==> src/rtl/cook_pkg.sv <==
// Shared types and constants for the microwave cook sequencer.
package cook_pkg;

    // Sequencer state encodings; codes 5-7 are illegal and recover to IDLE.
    typedef enum logic [2:0] {
        ST_IDLE  = 3'd0,
        ST_SET   = 3'd1,
        ST_COOK  = 3'd2,
        ST_PAUSE = 3'd3,
        ST_DONE  = 3'd4
    } state_e;

    typedef logic [3:0] bcd_digit_t;

    // Largest legal seconds-tens digit (the timer's MOD6 stage).
    localparam bcd_digit_t SEC_TENS_MAX  = 4'd5;
    // Keypad codes above this are non-digit keys.
    localparam bcd_digit_t KEY_DIGIT_MAX = 4'd9;

endpackage

==> src/rtl/tick_prescaler.sv <==
// Free-running divider producing the 1 s tick; supports clear and hold.
module tick_prescaler #(
    parameter int TICK_DIV = 100
) (
    input  logic clock,
    input  logic reset,
    input  logic clr,
    input  logic en,
    output logic tc
);

    localparam int PW = (TICK_DIV > 1) ? $clog2(TICK_DIV) : 1;
    localparam logic [PW-1:0] CNT_MAX = PW'(TICK_DIV - 1);

    logic [PW-1:0] count_q, count_d;

    // Clear wins over count; without en the value is held.
    always_comb begin
        count_d = count_q;
        if (clr) begin
            count_d = '0;
        end else if (en) begin
            count_d = (count_q == CNT_MAX) ? '0 : count_q + 1'b1;
        end
    end

    // Counter register.
    always_ff @(posedge clock or posedge reset) begin
        if (reset) begin
            count_q <= '0;
        end else begin
            count_q <= count_d;
        end
    end

    // High while the counter sits at its terminal value; the user gates it with en.
    assign tc = (count_q == CNT_MAX);

endmodule

==> src/rtl/cook_sequencer.sv <==
// Microwave top-level sequencer: keypad entry, timer strobes, magnetron gating.
module cook_sequencer
    import cook_pkg::*;
#(
    parameter int TICK_DIV  = 100,
    parameter int DONE_HOLD = 3
) (
    input  logic        clock,
    input  logic        reset,
    input  logic        start,
    input  logic        stop_clear,
    input  logic        door_closed,
    input  logic        key_valid,
    input  logic [3:0]  key_digit,
    input  logic        timer_zero,
    output logic [15:0] entry,
    output logic        timer_loadn,
    output logic        timer_clrn,
    output logic        timer_enable,
    output logic        magnetron,
    output logic        done_flag,
    output logic [2:0]  state
);

    localparam int HW = (DONE_HOLD > 0) ? $clog2(DONE_HOLD + 1) : 1;
    localparam logic [HW-1:0] HOLD_LAST = HW'(DONE_HOLD - 1);

    state_e        state_q, state_d;
    logic [15:0]   entry_q, entry_d;
    logic [HW-1:0] hold_q, hold_d;
    logic          loadn_q, loadn_d;
    logic          clrn_q, clrn_d;
    logic          tmr_en_q, tmr_en_d;
    logic          mag_q, mag_d;
    logic          done_q, done_d;
    logic          pre_clr, pre_en, pre_tc;
    logic          start_ok, key_ok;

    tick_prescaler #(.TICK_DIV(TICK_DIV)) u_prescaler (
        .clock (clock),
        .reset (reset),
        .clr   (pre_clr),
        .en    (pre_en),
        .tc    (pre_tc)
    );

    // A preset is cookable when non-zero with a valid seconds-tens digit.
    assign start_ok = door_closed && (entry_q != 16'h0000) &&
                      (entry_q[7:4] <= SEC_TENS_MAX);
    assign key_ok   = key_valid && (key_digit <= KEY_DIGIT_MAX);

    // Next-state and registered-output logic; priority stop > door > start > key.
    always_comb begin
        state_d  = state_q;
        entry_d  = entry_q;
        hold_d   = hold_q;
        loadn_d  = 1'b1;
        clrn_d   = 1'b1;
        tmr_en_d = 1'b0;
        pre_clr  = 1'b0;
        pre_en   = 1'b0;
        case (state_q)
            ST_IDLE, ST_SET: begin
                if (stop_clear) begin
                    entry_d = 16'h0000;
                    state_d = ST_IDLE;
                    if (state_q == ST_SET) clrn_d = 1'b0;
                end else if (start && (state_q == ST_SET) && start_ok) begin
                    loadn_d = 1'b0;
                    pre_clr = 1'b1;
                    state_d = ST_COOK;
                end else if (key_ok) begin
                    entry_d = {entry_q[11:0], key_digit};
                    state_d = ST_SET;
                end
            end
            ST_COOK: begin
                if (stop_clear || !door_closed) begin
                    state_d = ST_PAUSE;
                end else if (timer_zero && loadn_q) begin
                    // During the load cycle timer_zero still shows the old value.
                    state_d = ST_DONE;
                    pre_clr = 1'b1;
                    hold_d  = '0;
                end else begin
                    pre_en   = 1'b1;
                    tmr_en_d = pre_tc;
                end
            end
            ST_PAUSE: begin
                if (stop_clear) begin
                    entry_d = 16'h0000;
                    clrn_d  = 1'b0;
                    state_d = ST_IDLE;
                end else if (start && door_closed) begin
                    state_d = ST_COOK;
                end
            end
            ST_DONE: begin
                if (stop_clear) begin
                    state_d = ST_IDLE;
                end else begin
                    pre_en = 1'b1;
                    if (pre_tc) begin
                        if (hold_q == HOLD_LAST) begin
                            state_d = ST_IDLE;
                        end else begin
                            hold_d = hold_q + 1'b1;
                        end
                    end
                end
            end
            default: state_d = ST_IDLE;
        endcase
        mag_d  = (state_d == ST_COOK);
        done_d = (state_d == ST_DONE);
    end

    // State and output registers; reset holds the timer cleared.
    always_ff @(posedge clock or posedge reset) begin
        if (reset) begin
            state_q  <= ST_IDLE;
            entry_q  <= 16'h0000;
            hold_q   <= '0;
            loadn_q  <= 1'b1;
            clrn_q   <= 1'b0;
            tmr_en_q <= 1'b0;
            mag_q    <= 1'b0;
            done_q   <= 1'b0;
        end else begin
            state_q  <= state_d;
            entry_q  <= entry_d;
            hold_q   <= hold_d;
            loadn_q  <= loadn_d;
            clrn_q   <= clrn_d;
            tmr_en_q <= tmr_en_d;
            mag_q    <= mag_d;
            done_q   <= done_d;
        end
    end

    assign entry        = entry_q;
    assign timer_loadn  = loadn_q;
    assign timer_clrn   = clrn_q;
    assign timer_enable = tmr_en_q;
    assign magnetron    = mag_q;
    assign done_flag    = done_q;
    assign state        = state_q;

endmodule

==> config.mk <==
export PLATFORM = sky130hd
export DESIGN_NAME = cook_sequencer
export DESIGN_NICKNAME = d
export VERILOG_FILES = /design/src/rtl/cook_pkg.sv /design/src/rtl/tick_prescaler.sv /design/src/rtl/cook_sequencer.sv
export SDC_FILE = /design/constraint.sdc
export NUM_CORES = 1
export LEC_CHECK = 0
export ABC_AREA = 1
export BUFFER_PORTS_ARGS = -buffer_cell sky130_fd_sc_hd__buf_2
export CORE_MARGIN = 1.5
export CORE_UTILIZATION = 45
export CTS_CLUSTER_SIZE = 28
export DETAILED_ROUTE_END_ITERATION = 16
export PLACE_DENSITY = 0.71
export SYNTH_ARGS = -nofsm -noshare
export SYNTH_HDL_FRONTEND = slang
export SYNTH_SLANG_ARGS = --single-unit
==> constraint.sdc <==
create_clock -name clock -period 2.89 [get_ports clock]
set_input_delay 0.578 -clock clock [delete_from_list [all_inputs] [get_ports clock]]
set_output_delay 0.578 -clock clock [all_outputs]
set_load 0.01 [all_outputs]
======== After elaboration in Yosys (flattened, before gate mapping) ========
Cells that the tools add are included.
word-level totals
  logic and storage cells ................. 89
  bits of input ports ..................... 11
  bits in registers ....................... 33
  output and inout bits ................... 24
operators by class
  reductions and logical operators ........ 17
  $add $sub $neg .......................... 2
  mux-type cells .......................... 43
  order comparisons ....................... 2
  equality and inequality tests ........... 16
operators with widths
  kind                 count
  $mux 16              4
  $pmux 16 s2          1
  $mux 3               10
  $mux 7               3
  $reduce_bool 16->1   1
  $mux 1               15
  $ne 2x2->1 const B   6
  $pmux 3 s4           1
  $mux 2               5
  $eq 3x2->1 const B   3
  $add 7x1->7 const B  1
  $eq 7x7->1 const B   1
  $logic_and 1x1->1    7
  $eq 3x3->1 const B   2
  $ne 3x3->1 const B   2
  $pmux 1 s2           3
  $reduce_and 6->1     1
  $reduce_bool 2->1    3
  $le 4x3->1 const B   1
  $le 4x4->1 const B   1
  $pmux 2 s2           1
  $reduce_and 4->1     1
  $eq 3x1->1 const B   1
  $logic_not 3->1      1
  5 further kinds      5

======== Logic depth before layout (Yosys ltp) ========
Gate-level depths: netlist of run 1.
  word-level depth ........................ 8
  mapped depth ............................ 9
  depth with buffers taken out ............ 9

======== By module ========
From an unflattened synthesis of run 1, not the netlist that was laid out.
unflattened totals
  cell total of the unflattened synthesis .. 253
  area, all modules ....................... 1836.8 um2
modules (own cells, without submodules)
  module          area an instance (um2)  cells each  times used  sequential area each (um2)
  cook_sequencer  1403.8                  190         1           651.9
  tick_prescaler  432.9                   63          1           175.2

======== Worst setup path after synthesis of run 1 ========
No wires, ideal clock.
  kind .................................... in2reg
  start point ............................. in key_digit[2]
  end point ............................... reg entry_q[6] (netlist: entry[6])
  required time ........................... 2773 ps
  arrival ................................. 1392 ps
  setup slack ............................. 1381 ps
  stages .................................. 7
  setup time .............................. 117 ps
  path buffers ............................ 1
  cell sequence ........................... o21ai_0 nand2_1 a22oi_4 nand2_2 buf_6 nand2_1 nand2_1
between the ends
  word-level cells in the longest chain between the ends .. 4
ends and longest elaborated chain
  item                        RTL line               source
  start, declared             cook_sequencer.sv:14   input logic [3:0] key_digit,
  $le 4x4->1                  cook_sequencer.sv:50   assign key_ok = key_valid && (key_digit <= KEY_DIGIT_MAX);
  $logic_and 1x1->1           cook_sequencer.sv:50
  $ne 3x3->1 (no line)        --
  $reduce_and 4->1 (no line)  --
  end signal, assigned        cook_sequencer.sv:132  entry_q <= entry_d;
  end, declared               cook_sequencer.sv:29   logic [15:0] entry_q, entry_d;
Every way passes these cells.
A chain may end at the register's enable or synchronous reset.

======== Final worst setup path of run 1 ========
  start point ............................. reg entry_q[6] (netlist: entry[6])
  end point ............................... reg entry_q[4] (netlist: entry[4])
between the ends
  word-level cells in the longest chain between the ends .. 6
  elaborated cells on any way between the ends .. 7
  classes of those cells .................. order compare (1); eq/ne (1); reduce/logical (5)
ends and longest elaborated chain
  item                                                                RTL line              source
  parallel branches: the longest is 2 deep, another holds $le 4x3->1  --
  $logic_and 1x1->1 *                                                 cook_sequencer.sv:48  assign start_ok = door_closed && (entry_q != 16'h0000) &&
  $logic_and 1x1->1 *                                                 cook_sequencer.sv:68  end else if (start && (state_q == ST_SET) && start_ok) begin
  $ne 3x3->1 (no line) *                                              --
  $reduce_and 4->1 (no line) *                                        --
Every way passes the cells marked *.

==> flow_summary.yaml, run 1 <==
outcome:
  outcome: "finished, final reports clean"
grt:
  overflow: 0
  antenna_found_initial: 0
  grt_pass1_wl_um: 6600
  grt_pass1_vias: 1455
  grt_max_degree: 19
  grt_usage_pct: 19.9
setup_path:
  crit_end: "entry[4]"
  cp-startpoint: "entry[6]"
  critPathLaunchType: "flop"
  rr_startpoint: "entry[6]"
  critPathMaxFanout: 18
  cp.required_ns: 3.06
  rr_worst_depth: 9
  timing.rr.end: "entry[4]"
  r2r_slack_ns: 1.12
  cp-end-kind: "flop"
  crit_arrival_ns: 1.94
  path_class: "flop to flop"
route:
  first_pass_iters: 4
  antenna_left: 0
  wirelength_um: 3750
  drc: 0
  post_drt_wl_per_cell_um: 11.3
  dr_total_vias: 1620
  vias_per_cell: 4.86
  dr.first_iter.drc_count: 68
timing:
  fmax_mhz: 565
  tightest_slew_ns: 0.619
  finalHoldViolCount: 0
  min_period_ns: 1.77
  rsz0062_at_grt: "false"
  maxSlewViolCount: 0
  final.period_utilization_pct: 61.2
  finalSetupViolCount: 0
  tns_ns: 0
  max-slew-margin-rel_pct: 58.7
  clock_skew_ns: 0.00382
clocking:
  numCtsBuffers: 5
  holdBufCountCts: 0
  cts_resized: 0
  cts_setup_buffers: 0
  cts_max_level: 2
  tritoncts: "yes"
  cts_root_buf: "clkbuf_8"
  clockBufferDepth: 2
  clk_latency_ns: 0.28
  cts.sinks: 33
  path_clk_slew_ns: 0.06
power_and_ir_drop:
  power.leakage_nw: 1.17
  ir_worst_vdd_mv: 0.363
  pwr_density_cell_nw_per_um2: 744
logic_synthesis:
  synth.avg_cell_area_um2: 7.26
  synth_xor_area_share_pct: 1.47
  synth_compound_area_share_pct: 3.70
  synth_nets: 260
  yosys_warnings: 0
  post_synth_mux_area_share_pct: 0
  synth_top_family_by_area: "simple AND/OR/NAND/NOR gates"
  synthDistinctLibCells: 23
  synthAdderAreaFrac_pct: 1.40
  ys_seq_elements: 33
  synth_simple_gate_area_share_pct: 38.5
  netlist_area_um2: 1790
  synth_seq_area_share_pct: 46.1
  syn_inst: 247
layout:
  drive_gt1_share_pct: 19.6
  final_common_cell: "nand2_1"
  synthToLayoutAreaGrowth_pct: 16.7
  mostFrequentLayoutCells: "nand2_1 (69), nor2_1 (41), nand3_1 (39), buf_2 (34), dfrtp_1 (32)"
  stdcell_area_um2: 2090
  fill_cells: 379
  finalCoreUtilization_pct: 55.9
  regArea_um2: 827
  layout.nets: 297
  multi_input_area_um2: 807
  n_antenna_cell: 0
die:
  fp.dieH_um: 66.1
  row_count: 22
  dieArea_um2: 4370
  io_pins: 35
  die_w_um: 66.1
  start_util_pct: 47.9
  coreArea_um2: 3740
place:
  port_buffers: 34
  dpl_cell_area_um2: 2000
  dp_hpwl_um: 2780
  routabilityCongestion: 0.865
job:
  cap_viol_max_count: 0
worst_hold_path:
  hp-class: "input port to async pin"
synthesized netlist by cell type (all sizes together):
master	count	share of area, %
nand2	75	17
nor2	42	9.2
nand3	39	11
inv	33	6.9
dfrtp	32	45
a21oi	6	1.7
buf	5	1.7
o21ai	3	0.84
ha	2	1.4
nand4	2	0.70
nor3	2	0.84
xor2	2	0.98
a22oi	1	1.2
clkbuf	1	0.21
dfstp	1	1.5
xnor2	1	0.49
metal layers:
layer,GRT usage [%],up-vias,share of wire (%)
met2,26.8,43,41
met5,0,-,0
met1,29.8,727,52
met4,9.69,0,2.0
li1,-,843,-
met3,4.43,7,4.9
cell families (layout without fill, tap and decap cells):
group / count (synthesis) / in the layout
AOI/OAI and AO/OA: 10 / 10
xor gates and xnor gates: 3 / 3
adders and majority gates: 2 / 2
buffers and inverters: 39 / 77
DFF: 33 / 33
and+or+nand+nor: 160 / 160
state kept, by name (all words and copies together), names as in the netlist:
register	count
state	3
timer_loadn	1
timer_clrn	1
hold_q	2
entry	16
done_flag	1
u_prescaler.count_q	7
magnetron	1
timer_enable	1
critical path, stage by stage, from the launching register on:
cell and delay, ns:
dfrtp_1 0.44, nor2_1 0.12, nand2_1 0.06, nor2_1 0.12, nand2_1 0.07, nand3_1 0.15, buf_4 0.26, nand2_2 0.23
nand2_1 0.14, nand2_1 0.06
how the worst min path moves through the flow:
stage / to / slack (ns) / cells past startpoint
floorplan: hold_q[1] / 0.45 / 2
global placement: hold_q[1] / 0.47 / 2
detailed placement: hold_q[1] / 0.48 / 2
CTS: entry[15] / 0.39 / 2
global route: entry[1] / 0.42 / 2
finish: entry[15] / 0.36 / 2
stage by stage:
step | hold slack, ns | power [mW] | instances | worst slack [ns]
2_1_floorplan | 0.446 | 1.05 | 247 | 1.38
3_3_place_gp | 0.468 | 1.20 | 325 | 0.956
3_5_place_dp | 0.476 | 1.22 | 325 | 0.916
4_1_cts | 0.387 | 1.57 | 333 | 1.13
5_1_grt | 0.416 | 1.69 | 333 | 0.955
6_report | 0.362 | 1.56 | 333 | 1.12
where the power goes:
| group | switching (mW) | internal [mW] | total, mW |
|---|---|---|---|
| Clock | 0.155 | 0.194 | 0.349 |
| Sequential | 0.107 | 0.563 | 0.670 |
| Combinational | 0.338 | 0.200 | 0.537 |
| Total | 0.600 | 0.957 | 1.56 |
layout make-up:
type	count	share of cell area, %
clock buffers	8	4.30
inverters	33	5.92
multi-input cells	175	38.6
flip-flops and latches	33	39.5
well taps	48	2.87
repair buffers	36	8.85
(Power assumes the default switching activity.)
==> inputs of run 2 (changes only) <==
==> constraint.sdc (replaced) <==
create_clock -name clock -period 1.8 [get_ports clock]
set_input_delay 0.36 -clock clock [delete_from_list [all_inputs] [get_ports clock]]
set_output_delay 0.36 -clock clock [all_outputs]
set_load 0.01 [all_outputs]
==> flow_summary.yaml, run 2 (synthesis gave the netlist of run 1 again) <==
setup_path:
  r2r_slack_ns: 0.25
  rr_startpoint: "u_prescaler.count_q[1]"
  worst_path_max_delay_cell: "dfrtp_1"
  cp_cell_sequence: "ha_1 -> nand2_1 -> nor2_1 -> inv_1 -> o21ai_1 -> nand2_1 -> nand2_1 -> nand2_1"
  critPathMostFrequentCell: "nand2_1"
  crit_buf_inv: 1
  critPathLaunchType: "flop"
  cp.required_ns: 1.97
  cp-end-kind: "flop"
  slowest_delay_ns: 0.40
  crit_family: "simple AND/OR/NAND/NOR gates"
  crit_arrival_ns: 1.72
  critPathMaxFanout: 4
  rr_worst_depth: 8
  path_class: "flop to flop"
  timing.rr.end: "hold_q[1]"
clocking:
  clk_latency_ns: 0.28
  cts_max_level: 2
  clockBufferDepth: 2
  holdBufCountCts: 0
  cts_resized: 0
  path_clk_slew_ns: 0.06
  numCtsBuffers: 5
  cts.sinks: 33
  cts_root_buf: "clkbuf_8"
  cts_setup_buffers: 0
  tritoncts: "yes"
layout:
  synthToLayoutAreaGrowth_pct: 17.0
  multi_input_area_um2: 807
  fin_cells: 335
  layout.nets: 299
  mostFrequentLayoutCells: "nand2_1 (69), nor2_1 (41), nand3_1 (39), buf_2 (34), dfrtp_1 (32)"
  n_antenna_cell: 0
  regArea_um2: 827
  final_common_cell: "nand2_1"
  drive_gt1_share_pct: 19.9
  largest_reg_flops: 16
  fill_cells: 367
power_and_ir_drop:
  seq_power_share_pct: 43.4
  power.leakage_nw: 1.18
  total_power_mw: 2.47
  clockPowerShare_pct: 21.1
  ir_worst_vdd_mv: 0.676
  internal_power_mw: 1.51
  power.switching_uw: 958
  sw_frac_of_total_pct: 38.8
  pwr_density_cell_nw_per_um2: 1180
  power_frac_comb_pct: 35.5
job:
  cap_viol_max_count: 0
route:
  wirelength_um: 3700
  first_pass_iters: 4
  vias_per_cell: 4.79
  drc: 0
  dr.first_iter.drc_count: 68
  antenna_left: 0
  dr_total_vias: 1606
  post_drt_wl_per_cell_um: 11.1
die:
  die_w_um: 66.1
  dieArea_um2: 4370
  row_count: 22
  start_util_pct: 47.9
  fp.dieH_um: 66.1
  coreArea_um2: 3740
  io_pins: 35
timing:
  fmax_mhz: 645
  finalSetupViolCount: 0
  tightest_slew_ns: 0.511
  min_period_ns: 1.55
  maxSlewViolCount: 0
  tns_ns: 0
  rsz0062_at_grt: "false"
  max-slew-margin-rel_pct: 65.8
  final.period_utilization_pct: 86.1
  finalHoldViolCount: 0
  whs_ns: 0.153
  clock_skew_ns: 0.00449
outcome:
  outcome: "finished, final reports clean"
grt:
  grt_usage_pct: 19.5
  grt_pass1_vias: 1445
  overflow: 0
  antenna_found_initial: 0
  grt_max_degree: 34
  grt_pass1_wl_um: 6510
place:
  dp_hpwl_um: 2680
  port_buffers: 34
  routabilityCongestion: 0.869
  dpl.cell_count: 327
worst_hold_path:
  hp-class: "input port to async pin"
==> run 2: area by class of cell <==
class,instances,area share [%]
Sequential cell,33,39.4
Multi-Input combinational cell,175,38.5
Timing Repair Buffer,38,9.54
Inverter,33,5.90
Clock buffer,8,3.82
Tap cell,48,2.86
==> run 2: worst min-delay path: cells and delay by family <==
family	cells	cell delay (ns)
buffers and inverters	3	0.50
==> run 2: power by group through the flow <==
stage / sequential [mW] / clock (mW) / combinational [mW]
floorplan: 1.11 / 0 / 0.581
global placement: 1.08 / 0 / 0.872
detailed placement: 1.08 / 0 / 0.880
CTS: 1.07 / 0.529 / 0.883
global route: 1.10 / 0.566 / 1.00
finish: 1.07 / 0.521 / 0.876
==> run 2: metal layers <==
metal,vias to the layer above,global-route usage (%),share of wire [%]
met2,41,28.5,41
li1,845,-,-
met3,7,3.07,4.7
met1,713,28.1,52
met5,-,0,0
met4,0,9.18,2.3
==> run 2: stage by stage <==
stage	utilization (%)	setup slack (ns)	instance area, µm²
final	56.0	0.250	2100
after global routing	56.0	0.0257	2100
after CTS	56.0	0.267	2100
after detailed placement	53.9	0.267	2020
after global placement	53.9	0.290	2020
after floorplan	-	0.429	1790
==> run 2: worst max path at each step <==
stage,slack [ns],cells after the start,endpoint,startpoint
finish,0.25,8,hold_q[1],u_prescaler.count_q[1]
global route,0.03,8,hold_q[1],u_prescaler.count_q[1]
CTS,0.27,8,hold_q[1],u_prescaler.count_q[1]
detailed placement,0.27,7,entry[1],key_digit[2]
global placement,0.29,9,u_prescaler.count_q[0],stop_clear
floorplan,0.43,8,entry[6],state[0]
